--- config.mk ---
export PLATFORM = sky130hd
export DESIGN_NAME = fb_io_ctrl
export DESIGN_NICKNAME = d
export VERILOG_FILES = /design/src/rtl/fb_io_ctrl.sv
export SDC_FILE = /design/constraint.sdc
export NUM_CORES = 1
export LEC_CHECK = 0
export CORE_MARGIN = 2
export CORE_UTILIZATION = 40
export CTS_CLUSTER_SIZE = 30
export DETAILED_ROUTE_END_ITERATION = 10
export GPL_TIMING_DRIVEN = 1
export PLACE_DENSITY = 0.77
export SLEW_MARGIN = 10
export SYNTH_ARGS = -nofsm -noshare
export SYNTH_HDL_FRONTEND = slang
export SYNTH_SLANG_ARGS = --single-unit
--- constraint.sdc ---
create_clock -name clk -period 2.9 [get_ports clk]
set_clock_uncertainty 0.15 [all_clocks]
set_input_delay 0.58 -clock clk [delete_from_list [all_inputs] [get_ports clk]]
set_output_delay 0.58 -clock clk [all_outputs]
set_load 0.01 [all_outputs]
--- src/rtl/fb_io_ctrl.sv ---
// fb_io_ctrl: memory-mapped I/O controller that sits between the core's load/store
// port and three targets: a keyboard receive FIFO, a terminal transmit register and
// main memory.
//
// Ports:
//   clk, rst        single clock, synchronous active-high reset
//   data_src[1:0]   decoded target: 00 status, 01 tx data, 10 kbd rx, 11 memory
//   rd_en, wr_en    one-cycle load / store strobes from the core
//   wdata[31:0]     store data
//   mem_rdata[31:0] memory read data (passed through on data_src==11)
//   mem_we          memory write enable
//   rdata[31:0]     combinational load data to the core
//   kbd_valid/kbd_data/kbd_ready   keyboard byte handshake into the rx FIFO
//   term_valid/term_data/term_ready terminal byte handshake out of the tx register
//
// Status word: bit0 rx_nonempty, bit1 rx_full, bit2 tx_busy, bit3 tx_overrun
// (sticky, write-1-to-clear), bits[8:4] rx_count, all other bits zero.
module fb_io_ctrl #(
    parameter int RX_DEPTH = 4
) (
    input  logic        clk,
    input  logic        rst,
    input  logic [1:0]  data_src,
    input  logic        rd_en,
    input  logic        wr_en,
    input  logic [31:0] wdata,
    input  logic [31:0] mem_rdata,
    output logic        mem_we,
    output logic [31:0] rdata,
    input  logic        kbd_valid,
    input  logic [7:0]  kbd_data,
    output logic        kbd_ready,
    output logic        term_valid,
    output logic [7:0]  term_data,
    input  logic        term_ready
);

    localparam int PW = (RX_DEPTH > 1) ? $clog2(RX_DEPTH) : 1;
    localparam int CW = PW + 1;

    localparam logic [1:0] SRC_STATUS = 2'b00;
    localparam logic [1:0] SRC_TX     = 2'b01;
    localparam logic [1:0] SRC_RX     = 2'b10;
    localparam logic [1:0] SRC_MEM    = 2'b11;

    typedef enum logic {
        S_IDLE,
        S_SEND
    } tx_state_t;

    // Receive FIFO state
    logic [7:0]    fifo_q [RX_DEPTH];
    logic [7:0]    fifo_d [RX_DEPTH];
    logic [PW-1:0] wr_ptr_q, wr_ptr_d;
    logic [PW-1:0] rd_ptr_q, rd_ptr_d;
    logic [CW-1:0] count_q, count_d;

    // Transmit state
    tx_state_t     state_q, state_d;
    logic [7:0]    tx_buf_q, tx_buf_d;
    logic          overrun_q, overrun_d;

    logic          rx_empty;
    logic          rx_full;
    logic          push;
    logic          pop;
    logic          tx_wr;
    logic          status_wr;
    logic [31:0]   status_word;

    // Only byte lane 0 and the W1C bit of wdata are architecturally meaningful.
    logic          unused_wdata_hi;
    assign unused_wdata_hi = ^wdata[31:8];

    assign rx_empty  = (count_q == '0);
    assign rx_full   = (count_q == CW'(RX_DEPTH));
    assign kbd_ready = !rx_full;

    assign push      = kbd_valid && kbd_ready;
    assign pop       = rd_en && (data_src == SRC_RX) && !rx_empty;
    assign tx_wr     = wr_en && (data_src == SRC_TX);
    assign status_wr = wr_en && (data_src == SRC_STATUS);

    assign mem_we     = wr_en && (data_src == SRC_MEM);
    assign term_valid = (state_q == S_SEND);
    assign term_data  = tx_buf_q;

    assign status_word = {23'b0, 5'(count_q), overrun_q, (state_q == S_SEND),
                          rx_full, !rx_empty};

    always_comb begin
        rdata = 32'h0;
        case (data_src)
            SRC_STATUS: rdata = status_word;
            SRC_TX:     rdata = {24'b0, tx_buf_q};
            SRC_RX:     rdata = rx_empty ? 32'h0 : {24'b0, fifo_q[rd_ptr_q]};
            default:    rdata = mem_rdata;
        endcase
    end

    // FIFO next state; a simultaneous push and pop leaves the count unchanged.
    always_comb begin
        fifo_d   = fifo_q;
        wr_ptr_d = wr_ptr_q;
        rd_ptr_d = rd_ptr_q;
        count_d  = count_q;
        if (push) begin
            fifo_d[wr_ptr_q] = kbd_data;
            wr_ptr_d         = wr_ptr_q + PW'(1);
        end
        if (pop) begin
            rd_ptr_d = rd_ptr_q + PW'(1);
        end
        case ({push, pop})
            2'b10:   count_d = count_q + CW'(1);
            2'b01:   count_d = count_q - CW'(1);
            default: count_d = count_q;
        endcase
    end

    // TX FSM next state. A data write during SEND is dropped and flags an
    // overrun; the overrun set wins over a same-cycle W1C clear.
    always_comb begin
        state_d   = state_q;
        tx_buf_d  = tx_buf_q;
        overrun_d = overrun_q;
        case (state_q)
            S_IDLE: begin
                if (tx_wr) begin
                    tx_buf_d = wdata[7:0];
                    state_d  = S_SEND;
                end
            end
            S_SEND: begin
                if (term_ready) begin
                    state_d = S_IDLE;
                end
            end
            default: state_d = S_IDLE;
        endcase
        if (tx_wr && (state_q == S_SEND)) begin
            overrun_d = 1'b1;
        end else if (status_wr && wdata[3]) begin
            overrun_d = 1'b0;
        end
    end

    // FIFO storage is not reset; resetting the pointers discards its contents.
    always_ff @(posedge clk) begin
        fifo_q <= fifo_d;
    end

    always_ff @(posedge clk) begin
        if (rst) begin
            wr_ptr_q  <= '0;
            rd_ptr_q  <= '0;
            count_q   <= '0;
            state_q   <= S_IDLE;
            tx_buf_q  <= 8'h0;
            overrun_q <= 1'b0;
        end else begin
            wr_ptr_q  <= wr_ptr_d;
            rd_ptr_q  <= rd_ptr_d;
            count_q   <= count_d;
            state_q   <= state_d;
            tx_buf_q  <= tx_buf_d;
            overrun_q <= overrun_d;
        end
    end

endmodule

==> metrics.txt <==
run status=finished clean; source of the worst register-to-register timing path=count_q[0]; Longest Clk Path Bufs=2; total standard cell area after synthesis=0.00242 mm^2; clock-pin transition on the worst setup and hold timing paths=90 ps; Post-Place Cell Area=0.00353 mm^2; endpoint type of the worst setup path=output pin; clock sink total=49; final setup violation count=0; share of synthesized registers carrying an async set or reset=0; Final Max Tran Viols=0; summed negative setup slack over all endpoints=0 ps; standard-cell rows=28; gr usage total=0.193; post-layout util=0.619; portion of the post-synthesis area used by sequential elements=0.539; area taken by flip-flops and latches=0.00130 mm^2; Critical Path Source=data_src[0]; Routed Antenna Nets=0; clock buffer count from CTS=5; Top Ports=123; final std cells w/o fill=398; Port Buffers=98; path type of the worst setup path=primary input to output pin; final standard cell area without fillers=0.00364 mm^2; Hold Path Class=flip-flop to flip-flop; Final nets=408; layout overhead on the synthesized area=50.7%; number of violations of the max-capacitance limit=0; fraction of the mapped netlist area in adder cells=0.0342; number of instances in the synthesized netlist=217; mux share of post-synthesis cell area=0.0896; main combinational cell family by area after synthesis=simple AND/OR/NAND/NOR gates; compound-cell area share of the yosys netlist=0.0891; DP HPWL=4690 um; fill cell count=498; measured slew at the worst slew-check pin=428 ps; H-tree levels=2; #FFs+latches synth=49; count of flip-flops with a built-in enable after synthesis=32; largest net degree at the start of global routing=32; die height=81.7 um; root buffer selected by CTS=sky130_fd_sc_hd__clkbuf_8; Max VDD drop=321 uV; vias in the first global route=1923; CP startpoint kind=primary input; global-route wire length before repair=9540 um; Relative slew margins=0.715; GP Congestion=0.774; standard cell core area=0.00589 mm^2; portion of synthesized cell area occupied by the leading cell type=0.398; unrepaired setup endpoints after global routing=false; vias after detailed routing=2071; most area-consuming cells after synthesis=sky130_fd_sc_hd__edfxtp_1 40%, sky130_fd_sc_hd__dfxtp_1 14%, sky130_fd_sc_hd__and3_1 7.5%, sky130_fd_sc_hd__mux4_2 7.5%, sky130_fd_sc_hd__a21oi_1 5.4%; required time of the critical path=2170 ps; initial core utilization=0.411; sum of overflow across all layers after global routing=0; cell accounting for the most synthesized area=sky130_fd_sc_hd__edfxtp_1; Synth Area in Simple Gates=0.198; number of antenna violations at the first check in global routing=0; syn avg cell area=11.1 um^2; clock tree from TritonCTS=built; Max Freq=350 MHz; number of unique standard cell types used by synthesis=37; Period Utilization, post-route=0.984; Hold Vio Cnt, Final=0; Crit Path Max Fanout=15; Post-Synth XOR/XNOR Area=0.00725; clock period minus worst slack=2850 ps; synthesized net count=303; sum of routed wire length over all layers=6500 um; static leakage=1.40 nW; residual DRC count=0; final antenna diode count=0; chip width=81.7 um; wire length per cell=16.3 um; clock latency reported for the late side of the worst-skew pair=300 ps; dpl cells=388; Multi-input gate area=0.00102 mm^2; number of buffers added to fix hold violations after cts=0; ratio of total power to cell area=419 mW/mm^2; Die Footprint=0.00668 mm^2; via count normalized by instance count=5.20; flip-flop cell with the highest count after synthesis=sky130_fd_sc_hd__edfxtp_1; number of iterations in the first detailed-routing pass=4; HP Start=term_data[1]; detailed router's first-iteration violation count=164; crit path DAT=2120 ps; Synth Warn #=0; share of final-layout standard cells stronger than drive strength 1=0.127
==> repair_timing <==
| item | in CTS | in global routing |
|---|---|---|
| setup buffers | 2 | 0 |
| gates resized for setup | 10 | 4 |
| pin swaps | 0 | 1 |
| endpoints found under the setup margin | 33 | 4 |
==> per-layer routing <==
metal	vias up	share of wire	GRT usage
met5	-	0	0
met1	971	0.39	0.222
met4	0	0.013	0.0517
li1	1002	-	-
met3	10	0.086	0.0549
met2	88	0.51	0.351
==> Yosys cell counts (2+ instances only) <==
cell type,number
sky130_fd_sc_hd__nand3_1,12
sky130_fd_sc_hd__o21ai_0,2
sky130_fd_sc_hd__nor3_1,2
sky130_fd_sc_hd__clkbuf_1,12
sky130_fd_sc_hd__mux4_2,8
sky130_fd_sc_hd__a21o_1,2
sky130_fd_sc_hd__inv_1,5
sky130_fd_sc_hd__edfxtp_1,32
sky130_fd_sc_hd__and3_1,29
sky130_fd_sc_hd__o31ai_1,2
sky130_fd_sc_hd__nor2_1,10
sky130_fd_sc_hd__buf_1,2
sky130_fd_sc_hd__buf_2,3
sky130_fd_sc_hd__or3_1,2
sky130_fd_sc_hd__ha_1,5
sky130_fd_sc_hd__xor2_1,2
sky130_fd_sc_hd__dfxtp_1,17
sky130_fd_sc_hd__a21oi_1,26
sky130_fd_sc_hd__o21a_1,5
sky130_fd_sc_hd__nand3b_1,3
sky130_fd_sc_hd__nand2_1,20
==> layout by cell type, fill, tap and decap left out, drive strengths merged, types with 2 or more instances in the layout <==
| cell | count |
|---|---|
| a21oi | 26 |
| inv | 5 |
| clkdlybuf4s50 | 89 |
| xor2 | 2 |
| nor2 | 10 |
| dlygate4sd2 | 9 |
| or3 | 2 |
| o21a | 5 |
| clkbuf | 6 |
| edfxtp | 32 |
| ha | 5 |
| nor3 | 2 |
| buf | 19 |
| nand3b | 3 |
| dfxtp | 17 |
| o31ai | 2 |
| nand3 | 12 |
| o21ai | 2 |
| mux2 | 2 |
| and3 | 30 |
| mux4 | 8 |
| a21o | 2 |
| nand2 | 20 |
==> critical path: stages <==
cell	delay [ps]
sky130_fd_sc_hd__clkdlybuf4s50_1	480
sky130_fd_sc_hd__buf_6	140
sky130_fd_sc_hd__buf_4	190
sky130_fd_sc_hd__and3_1	180
sky130_fd_sc_hd__clkdlybuf4s50_1	550
==> state kept, by name (all words and copies together), names as in the netlist <==
signal,cells
rd_ptr_q,2
fifo_q,32
term_data,8
count_q,3
overrun_q,1
wr_ptr_q,2
term_valid,1
==> logic make-up (layout without fill, tap and decap cells) <==
kind of cell	after synthesis	after routing
AO/OA/AOI/OAI	38	38
buffers and inverters	24	130
multiplexers	11	11
flip-flops	49	49
AND/OR/NAND/NOR	87	87
XOR/XNOR	2	2
adder cells (fa/ha/maj)	6	6
==> layout make-up <==
type,instances,share of cell area
clock inverter,2,0.00447
timing repair buffer,117,0.308
inverter,5,0.00515
sequential,49,0.357
tap,75,0.0258
multi-input combinational,144,0.280
clock buffer,6,0.0199
==> per-stage QoR <==
stage               power (mW)  hold WS (ps)  setup WS, ps
floorplan                0.966           292           319
global placement          1.14           310          -170
detailed placement        1.15           313          -193
CTS                       1.54           325          27.6
global route              1.60           348          2.74
finish                    1.53           326          46.8
==> power breakdown <==
group | switching (mW) | internal, mW | leakage, nW | total [mW]
combinational | 0.146 | 0.187 | 0.922 | 0.333
clock | 0.225 | 0.172 | 0.0414 | 0.396
sequential | 0.0202 | 0.776 | 0.432 | 0.796
==> path summary, 6_finish.rpt <==
check / endpoint / slack, ps / cells after the start
hold reg to reg: term_data[1] / 330 / 2
setup / recovery: rdata[18] / 50 / 5
hold / removal: term_data[1] / 330 / 2
setup reg to reg: count_q[2] / 400 / 8
No activity file was read; power rests on OpenSTA's default activity.
